File: src/rtl/doc_hw_sensor_scan_checker_pkg.sv
// Shared types and constants for the sensor scan checker: channel response record,
// status vector, scan FSM states and the default range limits.
package doc_hw_sensor_scan_checker_pkg;

   localparam int P_CH_W             = 4;
   localparam int P_DATA_W           = 32;
   localparam int P_NO_CHANNELS_HW   = 9;
   localparam int P_NO_TEMP_CH_HW    = 5;
   localparam int P_MAX_TEMP_HW      = 60;
   localparam int P_MIN_TEMP_HW      = 0;
   localparam int P_V_MIN_MV         = 700;
   localparam int P_V_MAX_MV         = 1000;
   localparam int P_SCAN_TIMEOUT_CYC = 1024;

   typedef struct packed {
      logic [P_CH_W-1:0]   channel;
      logic [P_DATA_W-1:0] data;
   } channelData;

   typedef logic [P_NO_CHANNELS_HW-1:0] t_voltage_array;

   typedef enum logic [2:0] {
      IDLE  = 3'd0,
      REQ   = 3'd1,
      WAIT  = 3'd2,
      CHECK = 3'd3,
      NEXT  = 3'd4
   } t_scan_state;

endpackage

File: src/rtl/doc_hw_sensor_scan_checker_range_check.sv
// Combinational inclusive window compare of one reading: signed degC limits for
// temperature channels, unsigned mV limits for voltage channels.
module doc_hw_sensor_scan_checker_range_check
   import doc_hw_sensor_scan_checker_pkg::*;
#(
   parameter int P_MIN_TEMP = P_MIN_TEMP_HW,
   parameter int P_MAX_TEMP = P_MAX_TEMP_HW,
   parameter int P_V_MIN    = P_V_MIN_MV,
   parameter int P_V_MAX    = P_V_MAX_MV
)(
   input  logic [P_DATA_W-1:0] i_data,
   input  logic                i_is_temp,
   output logic                o_in_range
);

   localparam logic signed [P_DATA_W-1:0] LP_T_MIN = P_MIN_TEMP;
   localparam logic signed [P_DATA_W-1:0] LP_T_MAX = P_MAX_TEMP;
   localparam logic        [P_DATA_W-1:0] LP_V_MIN = P_V_MIN;
   localparam logic        [P_DATA_W-1:0] LP_V_MAX = P_V_MAX;

   logic signed [P_DATA_W-1:0] w_temp;

   assign w_temp = $signed(i_data);

   always_comb begin
      if (i_is_temp) begin
         o_in_range = (w_temp >= LP_T_MIN) && (w_temp <= LP_T_MAX);
      end else begin
         o_in_range = (i_data >= LP_V_MIN) && (i_data <= LP_V_MAX);
      end
   end

endmodule

File: config.mk
export PLATFORM = sky130hd
export DESIGN_NAME = doc_hw_sensor_scan_checker_range_check
export DESIGN_NICKNAME = d
export VERILOG_FILES = /design/src/rtl/doc_hw_sensor_scan_checker_pkg.sv /design/src/rtl/doc_hw_sensor_scan_checker_range_check.sv
export SDC_FILE = /design/constraint.sdc
export NUM_CORES = 1
export LEC_CHECK = 0
export ABC_AREA = 1
export BUFFER_PORTS_ARGS = -buffer_cell sky130_fd_sc_hd__buf_2
export CORE_AREA = 2 2 39 41
export DETAILED_ROUTE_END_ITERATION = 8
export DIE_AREA = 0 0 41 43
export PLACE_DENSITY_LB_ADDON = 0.12
export SETUP_SLACK_MARGIN = 0.1
export SLEW_MARGIN = 20
export SYNTH_ARGS = -nofsm -noshare
export SYNTH_HDL_FRONTEND = slang
export SYNTH_SLANG_ARGS = --single-unit
File: constraint.sdc
create_clock -name vclk -period 1
set_input_delay 0.2 -clock vclk [all_inputs]
set_output_delay 0.2 -clock vclk [all_outputs]
set_load 0.005 [all_outputs]
==> flow_metrics.tcl <==
set metrics [dict create \
    status "complete, but fails checks" \
    violations "negative setup slack" \
    core_area_sq_um 1380 \
    grt_pass1_vias 341 \
    setup_viol 1 \
    placementRows 14 \
    nets 123 \
    synth_compound_area_share_pct 5.65 \
    routabilityCongestion 0.605 \
    finalPower_uw 138 \
    dp_hpwl_um 708 \
    timing.fmax_mhz 818 \
    worstPathArrival_ps 1020 \
    fin_setup_tns_ps -223 \
    port_buffers 34 \
    max_cap_violations 0 \
    netlist_instances 51 \
    syn-num-nets 84 \
    routed_via_density 3.85 \
    groute.usage.overall_pct 9.09 \
    powerDensity_nw_per_um2 284 \
    syn_area_per_cell_sq_um 4.34 \
    synthesis.area_sq_um 221 \
    synth_top_area_share_pct 37.3 \
    muxShareOfSynthArea_pct 0 \
    slew_viol_final 0 \
    grt_max_degree 5 \
    top_layer_used "met3" \
    die_h_um 43 \
    yosys.area_share.adder_pct 0 \
    gr-total-overflow 0 \
    met2_length_um 313 \
    synth_top_area_cell "nor2_1" \
    wirelength_um 753 \
    p_leak_uw 0.000257 \
    seq_cell_count 0 \
    timing.final.crit_share_pct 122 \
    slew_headroom_pct 88.0 \
    grt_pass1_wl_mm 1.22 \
    ys_seq_area_share_pct 0 \
    layout_min_cycle_time_ps 1220 \
    dr.pass1.iters 4 \
    routed-via-count 400 \
    insertedDiodeCount 0 \
    ir_drop_mv 0.117 \
    hold_viol 0 \
    yosysUniqueCellTypes 13 \
    fin_util_pct 35.1 \
    syn_to_final_growth_pct 119 \
    hold_path_class "primary input to primary output" \
    synthSimpleGateAreaFrac_pct 87.6 \
    dr.first_iter.drc_count 4 \
    crit_path_start_kind "primary input" \
    dp.cells 103 \
    seq_area_sq_um 0 \
    initial_core_util_pct 16.0 \
    crit_type "primary input to primary output" \
    antenna_found_initial 0 \
    stdcell_area_sq_um 485 \
    synth_xor_area_share_pct 0 \
    pin_count 34 \
    die_w_um 41 \
    routed-wl-met3_um 75 \
    yosys_warnings 0 \
    stdcell_count 104 \
    synth_top_cells_by_area "nor2_1 (37%), nand2_1 (20%), nand3_1 (11%), inv_1 (5.1%), nor2_4 (5.1%)" \
    met1_length_um 363 \
    dieArea_sq_um 1760 \
    antenna_left 0 \
    post_drt_wl_per_cell_um 7.24 \
    path_max_fanout 4 \
    drive_gt1_share_pct 54.5 \
    place_area_sq_um 444 \
    clock_buffers 0 \
    synth_top_family_by_area "simple AND/OR/NAND/NOR gates" \
    worst_slack_ps -223 \
    grt_setup_unrepaired "yes" \
    worst_pin_slew_ps 179 \
    drc_errors 0 \
    critPathCaptureType "primary output" \
    cp_data_required_time_ps 800 \
]
## power breakdown
part	total [uW]	switching, uW	internal (uW)
combinational	138	58.0	80.1
clock	0	0	0
sequential	0	0	0
total	138	58.0	80.1
## critical path: stages
cell	delay, ps
buf_2	110
nor2_4	90
nand2_2	70
nor2_4	130
nand3_1	80
nand2_1	80
nand3_1	60
nor2_1	90
buf_2	110
## cells in the final DEF (no fill, tap or decap), drive strengths merged
cell,instances
nor3,1
nand4,1
nand2,13
buf,37
or2,1
nor2,24
nand3,5
inv,4
o21ai,1
o21bai,1
## per-layer routing
| layer | vias to the layer above | GRT usage (%) |
|---|---|---|
| met5 | - | 0 |
| met4 | 0 | 0 |
| met3 | 0 | 0.524 |
| met2 | 15 | 14.7 |
| met1 | 152 | 13.6 |
| li1 | 233 | - |
## worst paths after layout
path	slack, ps	from	cells past startpoint	endpoint
worst max-delay path	-220	i_data[17]	9	o_in_range
worst min-delay path	740	i_is_temp	5	o_in_range
## cells by family (layout without fill, tap and decap cells)
kind of cell / Yosys count / in the layout
simple gates: 45 / 45
buf+inv: 4 / 41
compound gates: 2 / 2
## cell usage after synthesis
| cell type | n |
|---|---|
| inv_1 | 3 |
| inv_2 | 1 |
| nand2_1 | 12 |
| nand2_2 | 1 |
| nand3_1 | 5 |
| nand4_1 | 1 |
| nor2_1 | 22 |
| nor2_2 | 1 |
| nor2_4 | 1 |
| nor3_1 | 1 |
| o21ai_1 | 1 |
| o21bai_1 | 1 |
| or2_0 | 1 |
## timing repair
action | 4_1_cts | 5_1_grt
pin swaps | 8 | 7
resized for setup | 6 | 2
buffers inserted | 0 | 1
hold buffers | 0 | 0
setup endpoints to repair | 1 | 1
## stage by stage
stage | setup slack [ps] | hold slack [ps]
finish | -223 | 742
global route | -313 | 775
CTS | -221 | 748
detailed placement | -240 | 748
global placement | -239 | 758
floorplan | 21.1 | 520
## area by class of cell
class	count	area [sq um]
Fill cell	155	898
Inverter	4	15.0
Multi-Input combinational cell	47	239
Tap cell	16	20.0
Timing Repair Buffer	37	211
Power figures use the tool's default switching activity.
